==> config.mk <==
export PLATFORM = sky130hd
export DESIGN_NAME = fp_product_accumulator_flat
export DESIGN_NICKNAME = d
export VERILOG_FILES = /design/src/rtl/fp_product_accumulator_if.sv /design/src/rtl/fp_product_accumulator.sv /design/src/flat_wrapper.sv
export SDC_FILE = /design/constraint.sdc
export NUM_CORES = 1
export LEC_CHECK = 0
export CAP_MARGIN = 20
export CORE_AREA = 2 2 158 160
export CTS_BUF_LIST = sky130_fd_sc_hd__clkbuf_4 sky130_fd_sc_hd__clkbuf_8
export DETAILED_ROUTE_END_ITERATION = 8
export DIE_AREA = 0 0 160 162
export PLACE_DENSITY = 0.89
export SLEW_MARGIN = 10
export SYNTH_ARGS = -nofsm -noshare
export SYNTH_HDL_FRONTEND = slang
export SYNTH_SLANG_ARGS = --single-unit
==> constraint.sdc <==
create_clock -name clk -period 5.6 [get_ports clk]
set_clock_uncertainty 0.2 [all_clocks]
set_input_delay 1.68 -clock clk [delete_from_list [all_inputs] [get_ports clk]]
set_output_delay 1.68 -clock clk [all_outputs]
set_load 0.02 [all_outputs]
==> src/rtl/fp_product_accumulator_if.sv <==
// Product stream in / batch result out for fp_product_accumulator.
// Handshake: a product transfers on a rising clk edge where in_valid && in_ready; acc_valid is an unconditional one-cycle pulse.
interface fp_product_accumulator_if;
    logic        in_valid;
    logic        in_ready;
    logic [31:0] in_data;
    logic        in_overflow;
    logic        in_last;
    logic        acc_valid;
    logic [31:0] acc_result;
    logic        acc_overflow;
    logic        busy;

    modport master (
        output in_valid, in_data, in_overflow, in_last,
        input  in_ready, acc_valid, acc_result, acc_overflow, busy
    );

    modport slave (
        input  in_valid, in_data, in_overflow, in_last,
        output in_ready, acc_valid, acc_result, acc_overflow, busy
    );
endinterface

==> src/rtl/fp_product_accumulator.sv <==
// Sequential IEEE-754 single-precision product accumulator (truncating, denormals flushed, exp 0xFF = infinity).
// Optional feature macro: FP_ACC_COUNT_EN adds the acc_count element counter output.
module fp_product_accumulator #(
    parameter int CNT_W = 16
) (
    input  logic                    clk,
    input  logic                    rst,
    input  logic                    clear,
    fp_product_accumulator_if.slave bus,
`ifdef FP_ACC_COUNT_EN
    output logic [CNT_W-1:0]        acc_count,
`endif
    output logic [2:0]              dbg_state
);
    typedef enum logic [2:0] {
        IDLE  = 3'd0,
        ALIGN = 3'd1,
        ADD   = 3'd2,
        NORM  = 3'd3,
        WRITE = 3'd4
    } state_t;

    state_t      state_q, state_d;
    logic [31:0] acc_q, acc_d;
    logic [31:0] op_q, op_d;
    logic        last_q, last_d;
    logic        sticky_q, sticky_d;
    logic        inf_sign_q, inf_sign_d;
    logic        sign_q, sign_d;
    logic        sb_q, sb_d;
    logic [7:0]  exp_q, exp_d;
    logic [24:0] mant_q, mant_d;
    logic [23:0] mb_q, mb_d;
    logic        zero_q, zero_d;
    logic [31:0] res_q, res_d;
    logic        ovf_q, ovf_d;
`ifdef FP_ACC_COUNT_EN
    logic [CNT_W-1:0] cnt_q, cnt_d;
    logic [CNT_W-1:0] cnt_out_q, cnt_out_d;
`endif

    logic        fire;
    logic [31:0] wr_word;
    logic [23:0] a_man, b_man;
    logic [7:0]  diff;
    logic [24:0] sum;

    assign fire    = bus.in_valid && bus.in_ready;
    // Once saturated the total is pinned to the first infinity's sign.
    assign wr_word = sticky_q ? {inf_sign_q, 8'hFF, 23'd0}
                   : (zero_q ? 32'd0 : {sign_q, exp_q, mant_q[22:0]});

    always_comb begin
        state_d    = state_q;
        acc_d      = acc_q;
        op_d       = op_q;
        last_d     = last_q;
        sticky_d   = sticky_q;
        inf_sign_d = inf_sign_q;
        sign_d     = sign_q;
        sb_d       = sb_q;
        exp_d      = exp_q;
        mant_d     = mant_q;
        mb_d       = mb_q;
        zero_d     = zero_q;
        res_d      = res_q;
        ovf_d      = ovf_q;
`ifdef FP_ACC_COUNT_EN
        cnt_d      = cnt_q;
        cnt_out_d  = cnt_out_q;
`endif
        a_man = {1'b1, acc_q[22:0]};
        b_man = {1'b1, op_q[22:0]};
        diff  = 8'd0;
        sum   = 25'd0;

        case (state_q)
            IDLE: begin
                if (fire) begin
                    op_d   = bus.in_data;
                    last_d = bus.in_last;
`ifdef FP_ACC_COUNT_EN
                    if (cnt_q != {CNT_W{1'b1}}) cnt_d = cnt_q + 1'b1;
`endif
                    if (bus.in_data[30:23] == 8'hFF || bus.in_overflow) begin
                        if (!sticky_q) inf_sign_d = bus.in_data[31];
                        sticky_d = 1'b1;
                        state_d  = WRITE;
                    end else if (bus.in_data[30:23] == 8'h00 || sticky_q) begin
                        sign_d  = acc_q[31];
                        exp_d   = acc_q[30:23];
                        mant_d  = {2'b01, acc_q[22:0]};
                        zero_d  = (acc_q[30:23] == 8'h00);
                        state_d = WRITE;
                    end else begin
                        state_d = ALIGN;
                    end
                end
            end
            ALIGN: begin
                zero_d = 1'b0;
                sign_d = acc_q[31];
                sb_d   = op_q[31];
                if (acc_q[30:23] == 8'h00) begin
                    sign_d  = op_q[31];
                    exp_d   = op_q[30:23];
                    mant_d  = {2'b01, op_q[22:0]};
                    state_d = WRITE;
                end else if (acc_q[30:23] >= op_q[30:23]) begin
                    diff    = acc_q[30:23] - op_q[30:23];
                    exp_d   = acc_q[30:23];
                    mant_d  = {1'b0, a_man};
                    mb_d    = (diff >= 8'd25) ? 24'd0 : (b_man >> diff[4:0]);
                    state_d = ADD;
                end else begin
                    diff    = op_q[30:23] - acc_q[30:23];
                    exp_d   = op_q[30:23];
                    mant_d  = {1'b0, ((diff >= 8'd25) ? 24'd0 : (a_man >> diff[4:0]))};
                    mb_d    = b_man;
                    state_d = ADD;
                end
            end
            ADD: begin
                if (sign_q == sb_q) begin
                    sum = mant_q + {1'b0, mb_q};
                end else if (mant_q[23:0] > mb_q) begin
                    sum = mant_q - {1'b0, mb_q};
                end else if (mant_q[23:0] < mb_q) begin
                    sum    = {1'b0, mb_q} - mant_q;
                    sign_d = sb_q;
                end
                mant_d = sum;
                if (sum == 25'd0) begin
                    zero_d  = 1'b1;
                    state_d = WRITE;
                end else begin
                    state_d = (sum[24] || !sum[23]) ? NORM : WRITE;
                end
            end
            NORM: begin
                if (mant_q[24]) begin
                    if (exp_q == 8'd254) begin
                        sticky_d   = 1'b1;
                        inf_sign_d = sign_q;
                    end
                    mant_d  = mant_q >> 1;
                    exp_d   = exp_q + 8'd1;
                    state_d = WRITE;
                end else if (exp_q == 8'd1) begin
                    zero_d  = 1'b1;
                    state_d = WRITE;
                end else begin
                    mant_d = mant_q << 1;
                    exp_d  = exp_q - 8'd1;
                    if (mant_q[22]) state_d = WRITE;
                end
            end
            WRITE: begin
                acc_d   = wr_word;
                state_d = IDLE;
                if (last_q) begin
                    res_d    = wr_word;
                    ovf_d    = sticky_q;
                    acc_d    = 32'd0;
                    sticky_d = 1'b0;
`ifdef FP_ACC_COUNT_EN
                    cnt_out_d = cnt_q;
                    cnt_d     = '0;
`endif
                end
            end
            default: state_d = IDLE;
        endcase

        if (clear) begin
            state_d  = IDLE;
            acc_d    = 32'd0;
            sticky_d = 1'b0;
`ifdef FP_ACC_COUNT_EN
            cnt_d    = '0;
`endif
        end
    end

    always_ff @(posedge clk) begin
        if (rst) begin
            state_q    <= IDLE;
            acc_q      <= 32'd0;
            op_q       <= 32'd0;
            last_q     <= 1'b0;
            sticky_q   <= 1'b0;
            inf_sign_q <= 1'b0;
            sign_q     <= 1'b0;
            sb_q       <= 1'b0;
            exp_q      <= 8'd0;
            mant_q     <= 25'd0;
            mb_q       <= 24'd0;
            zero_q     <= 1'b0;
            res_q      <= 32'd0;
            ovf_q      <= 1'b0;
`ifdef FP_ACC_COUNT_EN
            cnt_q      <= '0;
            cnt_out_q  <= '0;
`endif
        end else begin
            state_q    <= state_d;
            acc_q      <= acc_d;
            op_q       <= op_d;
            last_q     <= last_d;
            sticky_q   <= sticky_d;
            inf_sign_q <= inf_sign_d;
            sign_q     <= sign_d;
            sb_q       <= sb_d;
            exp_q      <= exp_d;
            mant_q     <= mant_d;
            mb_q       <= mb_d;
            zero_q     <= zero_d;
            res_q      <= res_d;
            ovf_q      <= ovf_d;
`ifdef FP_ACC_COUNT_EN
            cnt_q      <= cnt_d;
            cnt_out_q  <= cnt_out_d;
`endif
        end
    end

    // The result pulse is presented in the WRITE cycle itself; the registers hold it afterwards.
    assign bus.in_ready     = (state_q == IDLE) && !clear;
    assign bus.acc_valid    = (state_q == WRITE) && last_q && !clear;
    assign bus.acc_result   = bus.acc_valid ? wr_word : res_q;
    assign bus.acc_overflow = bus.acc_valid ? sticky_q : ovf_q;
    assign bus.busy         = (state_q != IDLE);
    assign dbg_state        = state_q;
`ifdef FP_ACC_COUNT_EN
    assign acc_count        = bus.acc_valid ? cnt_q : cnt_out_q;
`endif
endmodule

==> src/flat_wrapper.sv <==
// flat-port wrapper written by rule: the top's interface ports become plain ports
module fp_product_accumulator_flat 
#(
    parameter int CNT_W = 16
)
  (clk, rst, clear, dbg_state, bus_in_valid, bus_in_data, bus_in_overflow, bus_in_last, bus_in_ready, bus_acc_valid, bus_acc_result, bus_acc_overflow, bus_busy);
  fp_product_accumulator_if bus_i ();
  input  logic clk;
  input  logic rst;
  input  logic clear;
  output logic [2:0] dbg_state;
  input wire logic [$bits(bus_i.in_valid)-1:0] bus_in_valid;
  input wire logic [$bits(bus_i.in_data)-1:0] bus_in_data;
  input wire logic [$bits(bus_i.in_overflow)-1:0] bus_in_overflow;
  input wire logic [$bits(bus_i.in_last)-1:0] bus_in_last;
  output wire logic [$bits(bus_i.in_ready)-1:0] bus_in_ready;
  output wire logic [$bits(bus_i.acc_valid)-1:0] bus_acc_valid;
  output wire logic [$bits(bus_i.acc_result)-1:0] bus_acc_result;
  output wire logic [$bits(bus_i.acc_overflow)-1:0] bus_acc_overflow;
  output wire logic [$bits(bus_i.busy)-1:0] bus_busy;
  assign bus_i.in_valid = bus_in_valid;
  assign bus_i.in_data = bus_in_data;
  assign bus_i.in_overflow = bus_in_overflow;
  assign bus_i.in_last = bus_in_last;
  assign bus_in_ready = bus_i.in_ready;
  assign bus_acc_valid = bus_i.acc_valid;
  assign bus_acc_result = bus_i.acc_result;
  assign bus_acc_overflow = bus_i.acc_overflow;
  assign bus_busy = bus_i.busy;
  fp_product_accumulator #(.CNT_W(CNT_W)) u_core (.clk(clk), .rst(rst), .clear(clear), .bus(bus_i), .dbg_state(dbg_state));
endmodule
---- Word level (Yosys, flattened, before mapping) ----
Index checks and enable logic that the tools add are counted.
word-level totals
  bits in registers ....................... 163
  output and inout port bits .............. 39
  word-level logic and storage cells ...... 150
operators by class
  add/sub/neg operators ................... 7
  $lt $le $gt $ge ......................... 5
  equality and inequality tests ........... 24
  shift-type cells ........................ 2
  muxes and demuxes ....................... 65
  bitwise gates (word level) .............. 1
  reduce and logical (&&, ||, !) cells .... 31
operators with widths
  cell                number
  $mux 25             10
  $mux 32             4
  $pmux 25 s4         1
  $mux 24             4
  $mux 8              7
  $shr 24x5->24       2
  $mux 3              9
  $add 25x24->25      1
  $logic_not 25->1    1
  $sub 24x25->25      1
  $sub 25x24->25      1
  $gt 24x24->1        1
  $lt 24x24->1        1
  $mux 1              24
  $pmux 8 s3          1
  $ne 2x1->1 const B  9
  $eq 8x8->1 const B  2
  $ge 8x5->1 const B  2
  $logic_not 8->1     2
  $sub 8x8->8         2
  $reduce_and 7->1    2
  $pmux 3 s4          1
  $reduce_and 6->1    2
  $reduce_bool 3->1   4
  other kinds (25)    41

---- Logic depth before layout (Yosys ltp) ----
Gate-level depths: netlist of the first run.
  word-level depth ........................ 10
  gate-level depth with buffers ........... 16
  depth with buffers taken out ............ 15

---- Worst setup path before layout of the first run ----
Ideal clock, no wire load.
  path kind ............................... input -> output
  start ................................... input port clear
  end ..................................... output port bus_acc_result[15]
  data arrival time ....................... 2.768 ns
  path slack .............................. 0.952 ns
  stages .................................. 6
  path buffers ............................ 2
  cells stage by stage .................... nand2b_1 clkbuf_1 clkinv_1 clkbuf_1 nand3_1 nand2_1
on the way
  longest elaborated chain between the ends .. 3
RTL lines
  what                     RTL line                       text
  start, declared          flat_wrapper.sv:10             input logic clear;
  $logic_not 1->1          fp_product_accumulator.sv:229  assign bus.acc_valid = (state_q == WRITE) && last_q && !clear;
  $logic_and 1x1->1        fp_product_accumulator.sv:229
  named net bus_acc_valid  flat_wrapper.sv:17             output wire logic [$bits(bus_i.acc_valid)-1:0] bus_acc_valid;
  $mux 32                  fp_product_accumulator.sv:230  assign bus.acc_result = bus.acc_valid ? wr_word : res_q;
  end, declared            flat_wrapper.sv:18             output wire logic [$bits(bus_i.acc_result)-1:0] bus_acc_result;
The timed path passes the listed nets, and every way through them passes these cells.

---- Final worst setup path of the first run ----
  start ................................... input port clear
  end ..................................... output port bus_acc_result[29]
on the way
  longest elaborated chain between the ends .. 3
RTL lines
  what               RTL line
  $logic_not 1->1    fp_product_accumulator.sv:229
  $logic_and 1x1->1  fp_product_accumulator.sv:229
  $mux 32            fp_product_accumulator.sv:230
No other way between the ends.

==> results of run 1 <==
## what timing repair did
item / 4_1_cts / 5_1_grt
hold endpoints to repair: 0 / 0
setup endpoints to repair: 23 / 0
resized for setup: 1 / 0
## critical path: cells and delay by family
kind	cells	cell delay, ns
AND/OR/NAND/NOR	2	0.27
AO/OA/AOI/OAI	1	0.12
buffers and inverters	3	1.53
## cell type report
type	count	area [sq um]	share of cell area (%)
clock buffer	18	241	1.45
clock inverter	14	164	0.984
inverter	108	407	2.44
multi-input combinational	1715	10900	65.3
sequential	163	3260	19.6
tap	324	405	2.43
timing repair buffer	147	1290	7.75
## final timing paths
check,start,endpoint,slack (ns),depth (start not counted)
worst max register to register,u_core.mb_q[2],u_core.zero_q,0.53,13
worst min register to register,u_core.op_q[30],u_core.op_q[30],0.27,2
worst max-delay path,clear,bus_acc_result[29],0.11,6
worst min-delay path,u_core.op_q[30],u_core.op_q[30],0.27,2
## power by group through the flow
stage | sequential, mW | combinational, mW | clock, mW
2_1_floorplan | 1.21 | 0.316 | 0
6_report | 1.21 | 0.463 | 0.929
5_1_grt | 1.21 | 0.499 | 0.961
3_3_place_gp | 1.23 | 0.438 | 0
4_1_cts | 1.21 | 0.445 | 0.921
3_5_place_dp | 1.23 | 0.444 | 0
## state kept, by name (all words and copies together) (netlist names)
name and count:
u_core.inf_sign_q 1, u_core.ovf_q 1, u_core.sticky_q 1, u_core.res_q 32, u_core.acc_q 32, u_core.exp_q 8, u_core.last_q 1, u_core.op_q 32
u_core.zero_q 1, u_core.mant_q 25, u_core.sb_q 1, u_core.sign_q 1, u_core.mb_q 24, u_core.dbg_state 3
## cell families after synthesis
logic type / Yosys count
AO/OA/AOI/OAI: 713
buffers and inverters: 266
flip-flops: 163
adder cells (fa/ha/maj): 96
AND/OR/NAND/NOR: 800
multiplexers: 57
XOR/XNOR: 49
## cell usage after synthesis (all sizes together), types with 17 or more instances
library cell	number
a211oi	47
nor4	19
nand2	343
inv	107
nor3	41
mux2i	38
nand4	24
dfxtp	163
buf	39
o22ai	27
a221oi	38
ha	91
a31oi	31
xnor2	34
clkbuf	119
o211ai	49
nand2b	20
nor2	172
nor2b	23
a22oi	28
a221o	34
o221ai	17
o21ai	105
a21oi	234
nand3	105
## metal layers
| layer | wire length (um) | GRT usage (%) | vias to the layer above |
|---|---|---|---|
| li1 | - | - | 7863 |
| met1 | 22400 | 57.6 | 8111 |
| met2 | 25300 | 68.0 | 1304 |
| met3 | 7800 | 10.8 | 307 |
| met4 | 4160 | 26.9 | 0 |
| met5 | 0 | 0 | - |
## cell usage in the layout, fill, tap and decap left out, types with 7 or more instances in the layout
master / instances
inv_1: 101
o21a_1: 8
a21o_1: 13
mux2i_1: 38
o211ai_1: 47
xor2_1: 14
dfxtp_1: 163
a221oi_1: 36
clkbuf_8: 17
nor4_1: 13
and2_1: 10
nor2b_1: 23
nand3_1: 105
o21ai_1: 15
a21oi_1: 233
a31oi_1: 31
o21ai_0: 87
o221ai_1: 17
a22oi_1: 27
mux4_2: 12
nand2_1: 343
clkdlybuf4s50_1: 75
nor3_1: 38
a211oi_1: 46
o22ai_1: 25
buf_4: 72
o31ai_1: 7
and3_1: 8
nand4_1: 24
ha_1: 90
a221o_1: 33
nor2_1: 166
o21bai_1: 13
nand2b_1: 20
xnor2_1: 33
==> results.md, run 1 <==
- DR vias: 17,600
- # port buffers: 76
- Worst-Skew Late Latency: a little under 0.5 ns
- CP Data Arrival Time: approximately 3.6 ns
- WL/cell: 24.0 um
- Top post-synthesis cells by area: dfxtp_1, nand2_1, a21oi_1
- Final setup viols: 0
- Design Power: approximately 2.6 mW
- Net Sw Frac: 34.1%
- #FFs+latches synth: 163
- Die W: around 160 um
- Setup Fix Bufs, Post-CTS: 0
- Placement Setup Slack: -0.0644 ns
- First-pass GRT wire length: between 90 and 100 mm
- Hold-fix buffer count after cts: 0
- Post-synth EDFFs: 0
- Maximum root-to-sink buffer count: 2
- GRT overflow: 0
- Vias per cell: 7.07
- Post-Layout Cell Count: 2,489
- PwrDens: between 150 and 200 nW/um^2
- Highest Clock Rate: 0.182 GHz
- Fin util: between 60% and 70%
- Slew HR: between 20% and 30%
- Share of cells above drive strength 1: 8.36%
- Antenna violations before repair: 0
- Starting density of the core: 63.2%
- Worst-path clk slew: about 0.12 ns
- Initial DRC count: 2,278
- HP Class: register to register
- Clock sink count: between 150 and 200
- Nets: roughly 2,300
- Critical Path RT: 3.72 ns
- RSZ-0062 raised after global routing: false
- Max-cap violations: 0
- Core area: around 24,000 sq um
- Critical path, cell by cell: clkdlybuf4s50_1, nand2b_1, buf_4, nand2_1, o21ai_0, clkdlybuf4s50_1
- Filler instances: about 2,100
- Tcrit/Tclk final: 98.1%
- Top FF cell, synth: dfxtp_1
- GRT Total Usage: about 45%
- Cell repeated most along the worst path: clkdlybuf4s50_1
- Cell Area, Placed: 16,300 sq um
- Vias in the first global route: approximately 16,000
- Top cell type's share of synthesized area: approximately 21%
- Slowest cell on crit path: clkdlybuf4s50_1
- Combinational cell fraction of total power: 17.8%
- Synth unique cells: approximately 100
- Leading area contributor after synthesis: dfxtp_1
- Crit. End Element: output pin
- Yosys warning total: 0
- Residual DRC: 19
- Net Sw Power: roughly 890 uW
- Reg power frac: between 40 and 50%
- Tmin final: 5.49 ns
- Setup TNS: 0 ns
- Startpoint Class: input port
- Final WL: 59.6 mm
- N_diodes: 0
- Int Power: between 1.5 and 2 mW
- Clk pwr share: a little over a third
- Synth Area in Simple Gates: a little under a quarter
- Worst-path maximum fanout: between 40 and 50
- Mux share of post-synthesis cell area: around 4.8%
- Fin. Hold Viols: 0
- DRT Pass-1 Iters: 9
- Leak: approximately 6.4 nW
- CTS Root Buffer Type: clkbuf_8
- Synth Area per Inst: approximately 7.1 sq um
- Max VDD drop: roughly 0.14 mV
- Slack of the critical path: approximately 0.11 ns
- GPL Wtd Cong: 1.04
- Die Y: approximately 160 um
- Area delta synth->final: 9.36%
- Placed Cells: approximately 2,500
- Fraction of the yosys area taken by sequential cells: 21.4%
- CTS tree: done
- Max-slew violations: 0
- Post-synthesis compound-gate area fraction: a little under a third
- Outcome: finished with violations
- Violated checks: DRC
- Die area: ~26,000 sq um
- Final Instance Area: between 15,000 and 20,000 sq um
- Total CTS buffers: 17
- # IOs: 77
- Worst Tran Pin Value: ~1.1 ns
- Post-route ant nets: 0
- Syn Nets: around 2,300
- H-Tree Depth: 4
- XOR/XNOR Fraction of Synth Area: roughly 2.8%
- Std-Cell Rows: between 50 and 60
- Asr flop ratio synth: 0%
- Adder-Cell Fraction of Synth Area: roughly 8%
- Largest net degree at the start of global routing: 80
- CP peak stage delay: 0.65 ns
- Critical path type: input port to output pin
- Cell Area, Synth: between 15,000 and 20,000 sq um
- Hold WS: roughly 0.27 ns
- Cells after synthesis: roughly 2,100
- Dpl hpwl: ~45 mm
- Largest family of logic cells by synthesized area: compound AO/OA/AOI/OAI gates
No activity file was read; power rests on OpenSTA's default activity.
==> run 2: changes to the inputs <==
--- a/config.mk
+++ b/config.mk
@@ -11,7 +11,6 @@
 export DETAILED_ROUTE_END_ITERATION = 8
 export DIE_AREA = 0 0 160 162
 export PLACE_DENSITY = 0.89
-export SLEW_MARGIN = 10
 export SYNTH_ARGS = -nofsm -noshare
 export SYNTH_HDL_FRONTEND = slang
 export SYNTH_SLANG_ARGS = --single-unit
==> run 2 against run 1 <==
Effect of this change: the run still ends with DRC left; first-iteration DRC count is 0.53% lower; fmax is 0.73% higher; final area hardly changed; sequential share of layout area hardly changed; utilization hardly changed; worst hold slack worse by 0.0022 ns; critical path type unchanged; critical endpoint unchanged.
==> results.md, run 2 (synthesized netlist as in run 1, its figures left out) <==
- Crit Reg-Reg Endpoint: u_core.zero_q
- Die Y: 162 um (unchanged)
- First-pass GRT wire length: 91.8 mm (+0.53%)
- Dpl hpwl: 45.3 mm (+0.11%)
- CP endpoint: bus_acc_result[29]
- Total CTS buffers: 17 (unchanged)
- Filler instances: 2,135 (-0.61%)
- Antenna violations before repair: 1 (+1)
- DR vias: 17,500 (-0.34%)
- Slowest cell on crit path: clkdlybuf4s50_1
- GRT overflow: 0 (unchanged)
- Multi-input combinational cell area: 10,900 sq um (unchanged)
- Combinational cell fraction of total power: 18.0% (+0.2 points)
- Startpoint Class: input port
- Initial DRC count: 2,266 (-0.53%)
- RR Startpoint: u_core.mb_q[2]
- Die area: 25,900 sq um (unchanged)
- R2R setup slack: 0.57 ns (+0.04 ns)
- PwrDens: 155 nW/um^2 (-0.96%)
- Worst Setup SP: clear
- Core area: 24,100 sq um (unchanged)
- Violated checks: DRC
- N_diodes: 0 (unchanged)
- Leak: 6.39 nW (+0.20%)
- Fin. Hold Viols: 0 (unchanged)
- Worst-path clk slew: 0.10 ns (-0.02 ns)
- Design Power: 2.58 mW (-0.95%)
- Area delta synth->final: 9.36% (about the same)
- Worst-path maximum fanout: 42 (unchanged)
- Tcrit/Tclk final: 97.4% (-0.71 points)
- Nets: 2,286 (unchanged)
- Maximum root-to-sink buffer count: 2 (unchanged)
- # port buffers: 76 (unchanged)
- Share of cells above drive strength 1: 8.36% (unchanged)
- Int Power: 1.68 mW (-2.1%)
- Final Instance Area: 16,700 sq um (about the same)
- Seq. cell area: 3260 sq um (unchanged)
- CTS Root Buffer Type: clkbuf_8
- Cells on worst reg2reg path: 13 (unchanged)
- Critical path, cell by cell: clkdlybuf4s50_1, nand2b_1, buf_6, nand2_1, o21ai_0, clkdlybuf4s50_1
- Clock sink count: 163 (unchanged)
- HP Class: register to register
- Most common cell after layout, fill and taps aside: nand2_1
- Crit. End Element: output pin
- Setup Fix Bufs, Post-CTS: 0 (unchanged)
- Vias per cell: 7.04 (-0.34%)
- Final WL: 59.7 mm (about the same)
- CTS tree: done
- Cell Area, Placed: 16,300 sq um (about the same)
- Tmin final: 5.45 ns (-0.0400 ns)
- Final setup viols: 0 (unchanged)
- Max-slew violations: 0 (unchanged)
- Die W: 160 um (unchanged)
- WL/cell: 24.0 um (about the same)
- DRT Pass-1 Iters: 9 (unchanged)
- Vias in the first global route: 16,100 (-0.25%)
- Largest net degree at the start of global routing: 80 (unchanged)
- Commonest non-fill, non-tap cells in the layout: nand2_1, a21oi_1, nor2_1
- # IOs: 77 (unchanged)
- Post-Layout Cell Count: 2,489 (unchanged)
- Std-Cell Rows: 57 (unchanged)
- Max-cap violations: 0 (unchanged)
- Reg power frac: 47.0% (+0.5 points)
- Cell repeated most along the worst path: clkdlybuf4s50_1
- Post-route ant nets: 0 (unchanged)
- Residual DRC: 2 (-17)
- Critical path type: input port to output pin
- Net Sw Frac: 34.8% (+0.75 points)
- Worst Tran Pin Value: 1.08 ns (-0.0107 ns)
- CP peak stage delay: 0.66 ns (about the same)
- Largest regs: u_core.acc_q: 32 flops, u_core.op_q: 32 flops, u_core.res_q: 32 flops
- Outcome: finished with violations
- Net Sw Power: 899 uW (+1.2%)
- RSZ-0062 raised after global routing: false
- Slew HR: 28.0% (+0.72 points)
- Max VDD drop: 0.128 mV (-7.0%)
- Placed Cells: 2,457 (unchanged)
- Clk pwr share: 35.1% (-0.6 points)
- Highest Clock Rate: 0.183 GHz (+0.73%)
- GRT Total Usage: 44.9% (+0.21 points)
- Worst-Skew Late Latency: 0.50 ns (about the same)
- H-Tree Depth: 4 (unchanged)
- GPL Wtd Cong: 1.04 (unchanged)
- Critical Path RT: 3.72 ns (about the same)
- Starting density of the core: 63.2% (unchanged)
- CP Data Arrival Time: 3.57 ns (-0.04 ns)
run 2: changes by cell type in the layout (fill, tap and decap cells not counted):
cell,change
clkinvlp_4,-4
clkinv_4,+3
buf_4,-2
buf_6,+2
bufinv_16,-1
clkinv_8,+1
inv_8,+1
run 2: power by group through the flow:
stage               clock network [mW]  logic [mW]  registers (mW)
CTS                              0.901       0.447            1.21
global placement                     0       0.438            1.23
finish                           0.904       0.464            1.21
floorplan                            0       0.316            1.21
detailed placement                   0       0.443            1.23
global route                     0.939       0.501            1.21
run 2: what timing repair did:
item | CTS | global route
resized for setup | 1 | 1
endpoints found under the setup margin | 23 | 1
hold buffers | 0 | 0
cloned | 0 | 0
run 2: layout make-up:
cell class | count | share of cell area (%)
sequential | 163 | 19.6
clock inverter | 14 | 0.946
tap | 324 | 2.43
clock buffer | 18 | 1.45
multi-input combinational | 1715 | 65.3
inverter | 108 | 2.44
timing repair buffer | 147 | 7.80
run 2: worst min path at each step:
stage | startpoint | end | depth (start not counted)
4_1_cts | u_core.res_q[21] | u_core.res_q[21] | 2
2_1_floorplan | u_core.op_q[30] | u_core.op_q[30] | 2
3_3_place_gp | u_core.res_q[22] | u_core.res_q[22] | 2
5_1_grt | u_core.res_q[20] | u_core.res_q[20] | 2
3_5_place_dp | u_core.res_q[8] | u_core.res_q[8] | 2
6_report | u_core.res_q[20] | u_core.res_q[20] | 2
run 2: through the flow:
step                worst slack, ns  hold slack, ns  utilization, %  TNS (ns)
floorplan                     0.952           0.236               -         0
detailed placement          -0.0706           0.247            67.4    -0.514
global route                 0.0905           0.277            69.1         0
CTS                          0.0905           0.264            69.1         0
global placement             0.0544           0.242            67.4         0
finish                        0.146           0.263            69.1         0
run 2: routing by layer:
metal	track usage, %	up-vias	part of all wire, %
li1	-	7843	-
met1	57.2	8202	38
met2	68.7	1176	42
met3	12.1	301	13
met4	25.5	4	7.0
met5	1.33	-	0.15
run 2: worst max-delay path: cells and delay by family:
| kind | cells | cell delay (ns) |
|---|---|---|
| buffers and inverters | 3 | 1.46 |
| AO/OA/AOI/OAI | 1 | 0.13 |
| AND/OR/NAND/NOR | 2 | 0.29 |
